--- config.mk ---
export PLATFORM = sky130hd
export DESIGN_NAME = multicycle_control_flat
export DESIGN_NICKNAME = d
export VERILOG_FILES = /design/src/rtl/multicycle_control_if.sv /design/src/rtl/multicycle_control.sv /design/src/flat_wrapper.sv
export SDC_FILE = /design/constraint.sdc
export NUM_CORES = 1
export LEC_CHECK = 0
export CELL_PAD_IN_SITES_DETAIL_PLACEMENT = 1
export CELL_PAD_IN_SITES_GLOBAL_PLACEMENT = 1
export CORE_MARGIN = 2
export CORE_UTILIZATION = 24
export CTS_BUF_LIST = sky130_fd_sc_hd__clkbuf_4
export CTS_CLUSTER_SIZE = 25
export DETAILED_ROUTE_END_ITERATION = 16
export PLACE_DENSITY_LB_ADDON = 0.1
export SYNTH_ARGS = -nofsm -noshare
export SYNTH_HDL_FRONTEND = slang
export SYNTH_SLANG_ARGS = --single-unit
--- constraint.sdc ---
create_clock -name clk -period 1.8 [get_ports clk]
set_clock_uncertainty 0.2 [all_clocks]
set_input_delay 0.27 -clock clk [delete_from_list [all_inputs] [get_ports clk]]
set_output_delay 0.27 -clock clk [all_outputs]
set_load 0.01 [all_outputs]
--- src/rtl/multicycle_control_if.sv ---
// Handshake bundle between the multi-cycle control unit and its datapath.
// Optional illegal_op wire exists only when ILLEGAL_OP_TRAP_EN is defined.
interface multicycle_control_if #(
  parameter int ALUCTRL_WIDTH = 3,
  parameter int STATE_WIDTH   = 4
);
  logic [6:0]               op;
  logic [2:0]               funct3;
  logic                     funct7b5;
  logic                     zero;
  logic                     PCWrite;
  logic                     AdrSrc;
  logic                     MemWrite;
  logic                     IRWrite;
  logic                     RegWrite;
  logic [1:0]               ResultSrc;
  logic [1:0]               ALUSrcA;
  logic [1:0]               ALUSrcB;
  logic [ALUCTRL_WIDTH-1:0] ALUctrl;
  logic [STATE_WIDTH-1:0]   state_o;
`ifdef ILLEGAL_OP_TRAP_EN
  logic                     illegal_op;
`endif

  modport master (
    input  op, funct3, funct7b5, zero,
    output PCWrite, AdrSrc, MemWrite, IRWrite,
    output RegWrite, ResultSrc, ALUSrcA, ALUSrcB,
    output ALUctrl, state_o
`ifdef ILLEGAL_OP_TRAP_EN
    , output illegal_op
`endif
  );

  modport slave (
    output op, funct3, funct7b5, zero,
    input  PCWrite, AdrSrc, MemWrite, IRWrite,
    input  RegWrite, ResultSrc, ALUSrcA, ALUSrcB,
    input  ALUctrl, state_o
`ifdef ILLEGAL_OP_TRAP_EN
    , input illegal_op
`endif
  );
endinterface

--- src/rtl/multicycle_control.sv ---
// Moore control FSM for the multi-cycle RV32I datapath.
// Define ILLEGAL_OP_TRAP_EN to trap unknown opcodes instead of skipping them.
module multicycle_control #(
  parameter int ALUCTRL_WIDTH = 3,
  parameter int STATE_WIDTH   = 4
) (
  input logic                  clk,
  input logic                  rst,
  multicycle_control_if.master bus
);
  localparam logic [STATE_WIDTH-1:0] FETCH    = STATE_WIDTH'(0);
  localparam logic [STATE_WIDTH-1:0] DECODE   = STATE_WIDTH'(1);
  localparam logic [STATE_WIDTH-1:0] MEMADR   = STATE_WIDTH'(2);
  localparam logic [STATE_WIDTH-1:0] MEMREAD  = STATE_WIDTH'(3);
  localparam logic [STATE_WIDTH-1:0] MEMWB    = STATE_WIDTH'(4);
  localparam logic [STATE_WIDTH-1:0] MEMWRITE = STATE_WIDTH'(5);
  localparam logic [STATE_WIDTH-1:0] EXECR    = STATE_WIDTH'(6);
  localparam logic [STATE_WIDTH-1:0] EXECI    = STATE_WIDTH'(7);
  localparam logic [STATE_WIDTH-1:0] ALUWB    = STATE_WIDTH'(8);
  localparam logic [STATE_WIDTH-1:0] JAL      = STATE_WIDTH'(9);
  localparam logic [STATE_WIDTH-1:0] BEQ      = STATE_WIDTH'(10);
  localparam logic [STATE_WIDTH-1:0] TRAP     = STATE_WIDTH'(11);

  localparam logic [6:0] OP_LOAD  = 7'b0000011;
  localparam logic [6:0] OP_STORE = 7'b0100011;
  localparam logic [6:0] OP_R     = 7'b0110011;
  localparam logic [6:0] OP_I     = 7'b0010011;
  localparam logic [6:0] OP_JAL   = 7'b1101111;
  localparam logic [6:0] OP_BEQ   = 7'b1100011;

  localparam logic [ALUCTRL_WIDTH-1:0] ALU_ADD = ALUCTRL_WIDTH'(0);
  localparam logic [ALUCTRL_WIDTH-1:0] ALU_SUB = ALUCTRL_WIDTH'(1);
  localparam logic [ALUCTRL_WIDTH-1:0] ALU_AND = ALUCTRL_WIDTH'(2);
  localparam logic [ALUCTRL_WIDTH-1:0] ALU_OR  = ALUCTRL_WIDTH'(3);
  localparam logic [ALUCTRL_WIDTH-1:0] ALU_SLT = ALUCTRL_WIDTH'(5);

  logic [STATE_WIDTH-1:0]   state;
  logic [STATE_WIDTH-1:0]   next;
  logic [ALUCTRL_WIDTH-1:0] alu_fn;

  // State register; reset snaps back to FETCH without waiting for a clock.
  always_ff @(posedge clk or posedge rst) begin
    if (rst) state <= FETCH;
    else     state <= next;
  end

  // Next-state logic; DECODE dispatches on the opcode class.
  always_comb begin
    next = FETCH;
    case (state)
      FETCH:  next = DECODE;
      DECODE: begin
        if (bus.op == OP_LOAD || bus.op == OP_STORE)
          next = MEMADR;
        else if (bus.op == OP_R)   next = EXECR;
        else if (bus.op == OP_I)   next = EXECI;
        else if (bus.op == OP_JAL) next = JAL;
        else if (bus.op == OP_BEQ) next = BEQ;
`ifdef ILLEGAL_OP_TRAP_EN
        else                       next = TRAP;
`else
        else                       next = FETCH;
`endif
      end
      MEMADR:   next = bus.op[5] ? MEMWRITE : MEMREAD;
      MEMREAD:  next = MEMWB;
      MEMWB:    next = FETCH;
      MEMWRITE: next = FETCH;
      EXECR:    next = ALUWB;
      EXECI:    next = ALUWB;
      ALUWB:    next = FETCH;
      JAL:      next = ALUWB;
      BEQ:      next = FETCH;
`ifdef ILLEGAL_OP_TRAP_EN
      TRAP:     next = TRAP;
`endif
      default:  next = FETCH;
    endcase
  end

  // ALU function decode; I-type has op[5]=0 so funct7b5 never selects sub.
  always_comb begin
    alu_fn = ALU_ADD;
    case (bus.funct3)
      3'b000:  alu_fn = (bus.op[5] & bus.funct7b5) ? ALU_SUB : ALU_ADD;
      3'b010:  alu_fn = ALU_SLT;
      3'b110:  alu_fn = ALU_OR;
      3'b111:  alu_fn = ALU_AND;
      default: alu_fn = ALU_ADD;
    endcase
  end

  // Moore outputs; everything is held at zero while reset is asserted.
  always_comb begin
    bus.PCWrite   = 1'b0;
    bus.AdrSrc    = 1'b0;
    bus.MemWrite  = 1'b0;
    bus.IRWrite   = 1'b0;
    bus.RegWrite  = 1'b0;
    bus.ResultSrc = 2'b00;
    bus.ALUSrcA   = 2'b00;
    bus.ALUSrcB   = 2'b00;
    bus.ALUctrl   = ALU_ADD;
    bus.state_o   = state;
`ifdef ILLEGAL_OP_TRAP_EN
    bus.illegal_op = 1'b0;
`endif
    if (!rst) begin
      case (state)
        FETCH: begin
          bus.IRWrite   = 1'b1;
          bus.PCWrite   = 1'b1;
          bus.ALUSrcB   = 2'b10;
          bus.ResultSrc = 2'b10;
        end
        DECODE: begin
          bus.ALUSrcA = 2'b01;
          bus.ALUSrcB = 2'b01;
        end
        MEMADR: begin
          bus.ALUSrcA = 2'b10;
          bus.ALUSrcB = 2'b01;
        end
        MEMREAD: bus.AdrSrc = 1'b1;
        MEMWB: begin
          bus.ResultSrc = 2'b01;
          bus.RegWrite  = 1'b1;
        end
        MEMWRITE: begin
          bus.AdrSrc   = 1'b1;
          bus.MemWrite = 1'b1;
        end
        EXECR: begin
          bus.ALUSrcA = 2'b10;
          bus.ALUctrl = alu_fn;
        end
        EXECI: begin
          bus.ALUSrcA = 2'b10;
          bus.ALUSrcB = 2'b01;
          bus.ALUctrl = alu_fn;
        end
        ALUWB: bus.RegWrite = 1'b1;
        JAL: begin
          bus.ALUSrcA = 2'b01;
          bus.ALUSrcB = 2'b10;
          bus.PCWrite = 1'b1;
        end
        BEQ: begin
          bus.ALUSrcA = 2'b10;
          bus.ALUctrl = ALU_SUB;
          bus.PCWrite = bus.zero;
        end
`ifdef ILLEGAL_OP_TRAP_EN
        TRAP: bus.illegal_op = 1'b1;
`endif
        default: ;
      endcase
    end
  end
endmodule

--- src/flat_wrapper.sv ---
// flat-port wrapper written by rule: the top's interface ports become plain ports
module multicycle_control_flat 
#(
  parameter int ALUCTRL_WIDTH = 3,
  parameter int STATE_WIDTH   = 4
)
  (clk, rst, bus_op, bus_funct3, bus_funct7b5, bus_zero, bus_PCWrite, bus_AdrSrc, bus_MemWrite, bus_IRWrite, bus_RegWrite, bus_ResultSrc, bus_ALUSrcA, bus_ALUSrcB, bus_ALUctrl, bus_state_o);
  multicycle_control_if #(.ALUCTRL_WIDTH(ALUCTRL_WIDTH), .STATE_WIDTH(STATE_WIDTH)) bus_i ();
  input logic clk;
  input logic rst;
  input wire logic [$bits(bus_i.op)-1:0] bus_op;
  input wire logic [$bits(bus_i.funct3)-1:0] bus_funct3;
  input wire logic [$bits(bus_i.funct7b5)-1:0] bus_funct7b5;
  input wire logic [$bits(bus_i.zero)-1:0] bus_zero;
  output wire logic [$bits(bus_i.PCWrite)-1:0] bus_PCWrite;
  output wire logic [$bits(bus_i.AdrSrc)-1:0] bus_AdrSrc;
  output wire logic [$bits(bus_i.MemWrite)-1:0] bus_MemWrite;
  output wire logic [$bits(bus_i.IRWrite)-1:0] bus_IRWrite;
  output wire logic [$bits(bus_i.RegWrite)-1:0] bus_RegWrite;
  output wire logic [$bits(bus_i.ResultSrc)-1:0] bus_ResultSrc;
  output wire logic [$bits(bus_i.ALUSrcA)-1:0] bus_ALUSrcA;
  output wire logic [$bits(bus_i.ALUSrcB)-1:0] bus_ALUSrcB;
  output wire logic [$bits(bus_i.ALUctrl)-1:0] bus_ALUctrl;
  output wire logic [$bits(bus_i.state_o)-1:0] bus_state_o;
  assign bus_i.op = bus_op;
  assign bus_i.funct3 = bus_funct3;
  assign bus_i.funct7b5 = bus_funct7b5;
  assign bus_i.zero = bus_zero;
  assign bus_PCWrite = bus_i.PCWrite;
  assign bus_AdrSrc = bus_i.AdrSrc;
  assign bus_MemWrite = bus_i.MemWrite;
  assign bus_IRWrite = bus_i.IRWrite;
  assign bus_RegWrite = bus_i.RegWrite;
  assign bus_ResultSrc = bus_i.ResultSrc;
  assign bus_ALUSrcA = bus_i.ALUSrcA;
  assign bus_ALUSrcB = bus_i.ALUSrcB;
  assign bus_ALUctrl = bus_i.ALUctrl;
  assign bus_state_o = bus_i.state_o;
  multicycle_control #(.ALUCTRL_WIDTH(ALUCTRL_WIDTH), .STATE_WIDTH(STATE_WIDTH)) u_core (.clk(clk), .rst(rst), .bus(bus_i));
endmodule
==> flow_summary.ini <==
[final_layout]
area_growth_pct = 119
seq_area_um2 = 104
multiInputGateArea_um2 = 427
design_area_um2 = 1070
nets = 136
largest_reg_flops = 4
final_layout_size_suffix_gt1_frac = 0.583
antennaDiodeCount = 0
n_fill_cell = 250

[timing]
finalSetupViolCount = 6
slew_violations = 0
hold_violations = 0
fin_ws_ns = -0.0479
tightest_slew_ns = 0.419
tns_ns = -0.166
finalCritPeriodShare = 1.03
timing.fmax_mhz = 541
grt_setup_unrepaired = true
relSlewSlack = 0.717
min_period_ns = 1.85

[yosys]
synth_area_um2 = 487
async_flop_share = 1.00
ys_seq_area_frac = 0.206
synth_top_area_share = 0.206
ys_ff_latch = 4
synthCells = 65
synthesis.nets = 79
synth_edf_count = 0
ys_types = 29
synth_top_area_cell = dfrtp_1
synth_commonest_cells = 8 x nor3_1, 5 x inv_1, 5 x nand2_1
avgSynthCellArea_um2 = 7.49
synth_flop_cell = dfrtp_1
synthTopCellsByArea = dfrtp_1 21%, nor3_1 8.2%, xnor2_1 7.2%
ys_warn_count = 0
yosysMostFrequentCell = nor3_1

[critical_path]
worstSetupEndpointType = output pin
cp_slowest_stage_delay_ns = 0.48
arrival_ns = 1.38
path_cells = or3_4 > nor3_4 > buf_2
cp_max_fo = 8
cp.buffers_inverters = 1
crit_type = reg2out
path_delay_family = simple AND/OR/NAND/NOR gates
critPathLaunchType = register
crit_required_ns = 1.33
slowest_stage = dfrtp_2
reg2reg_slack_ns = 0.19

[clock_tree]
clkLatencyLatePin_ns = 0.23
cts.path.max_buffers = 2
path_clk_slew_ns = 0.04
tritoncts = yes
cts_buffers = 3
cts_max_level = 1
clock-root-buffer = clkbuf_4
postCtsHoldBufs = 0
cts_sinks = 4

[floorplan]
die_area_um2 = 2400
core_um2 = 1940
die_h_um = 49.0
dieWidth_um = 49.0
boundaryPins = 32
row_count = 16
start_util = 0.251

[global_routing]
antenna_found_initial = 0
grt_pass1_wl_um = 3070
grtUsageTotal = 0.161
grt_start_max_net_pins = 9
grt_pass1_vias = 701
grt_overflow = 0

[route]
wl_met1_um = 830
routedWlPerCell_um = 13.1
drt-total-wl_um = 1930
top_layer_used = met4
dr_wl_met2_um = 1030
vias = 694
final_antenna_net_count = 0
viasPerCell = 4.72
drt_iter0_drc = 3
dr.pass1.iters = 4
drcViolationCount = 0
dr_wl_met3_um = 45

[place]
dp_hpwl_um = 1510
gp_congestion = 0.772
port_buffers = 31
postPlaceCellArea_um2 = 952

[outcome]
run_status = finished with violations
violations = negative setup slack

[power]
leakagePower_uw = 0.000504
peakVddDrop_mv = 0.312
powerDensity_nw_per_um2 = 671

[hold_path]
hold_class = in2async

[job]
timing.max_cap.violations = 0
worst register-to-register path, delay by kind of cell, from the launching register on:
family / cells / cell delay [ns]
flops: 1 / 0.44
buf+inv: 2 / 0.30
simple gates: 2 / 0.42
compound gates: 1 / 0.17
where the power goes:
part           switching [uW]  internal (uW)  total [uW]
clock network            30.2           74.1         104
logic                     201            258         459
registers                44.8            108         153
cell families after synthesis:
logic type      share of synthesized area
simple gates                        0.396
buf+inv                             0.121
mux                                0.0206
flops                               0.206
xor+xnor                           0.0720
compound gates                      0.185
cell type report:
type	count	area share
Clock buffer	3	0.0211
Tap cell	27	0.0317
Multi-Input combinational cell	50	0.400
Timing Repair Buffer	58	0.433
Inverter	5	0.0176
Sequential cell	4	0.0973
placed cells by master (no fill, tap or decap), drive strengths merged:
master         instances
o221ai                 1
a211oi                 4
and4b                  1
buf                   40
nand4b                 1
and3b                  1
nand2b                 2
dlymetal6s2s           2
o21ai                  2
nor2b                  3
clkdlybuf4s50         10
nand2                  5
nor2                   3
a31oi                  1
nand3                  1
xnor2                  4
o211ai                 2
inv                    5
nand4                  2
or2                    1
or3                    2
mux2i                  1
nor3                   8
dfrtp                  4
dlygate4sd2            5
a21oi                  2
nor4b                  3
clkbuf                 4
per-layer routing:
metal / track usage / up-vias
met2: 0.304 / 16
li1: - / 346
met3: 0.00613 / 2
met4: 0.0571 / 0
met5: 0 / -
met1: 0.192 / 330
worst paths after layout:
check / startpoint / endpoint / depth (start not counted)
worst max register to register: u_core.bus.state_o[2] / u_core.bus.state_o[0] / 5
max in group asynchronous: rst / u_core.bus.state_o[0] / 3
worst max-delay path: u_core.bus.state_o[0] / bus_IRWrite / 3
worst min-delay path: rst / u_core.bus.state_o[3] / 3
worst min register to register: u_core.bus.state_o[2] / u_core.bus.state_o[1] / 3
min in group clk: bus_op[5] / u_core.bus.state_o[1] / 4
per-stage QoR:
| stage | utilization | instances | power (uW) | worst slack [ns] | hold slack (ns) |
|---|---|---|---|---|---|
| floorplan | - | 65 | 348 | 0.00382 | 0.0278 |
| CTS | 0.512 | 145 | 678 | -0.0522 | 0.0309 |
| finish | 0.550 | 147 | 717 | -0.0479 | 0.0353 |
| detailed placement | 0.490 | 137 | 583 | -0.514 | 0.518 |
| global placement | 0.490 | 137 | 571 | -0.460 | 0.498 |
| global route | 0.550 | 147 | 772 | -0.110 | 0.0579 |
repair_timing:
item / in CTS / in global routing
resized for setup: 70 / 20
setup buffers: 5 / 2
setup endpoints to repair: 18 / 16
pin swaps: 4 / 6
No activity file was read; power rests on OpenSTA's default activity.
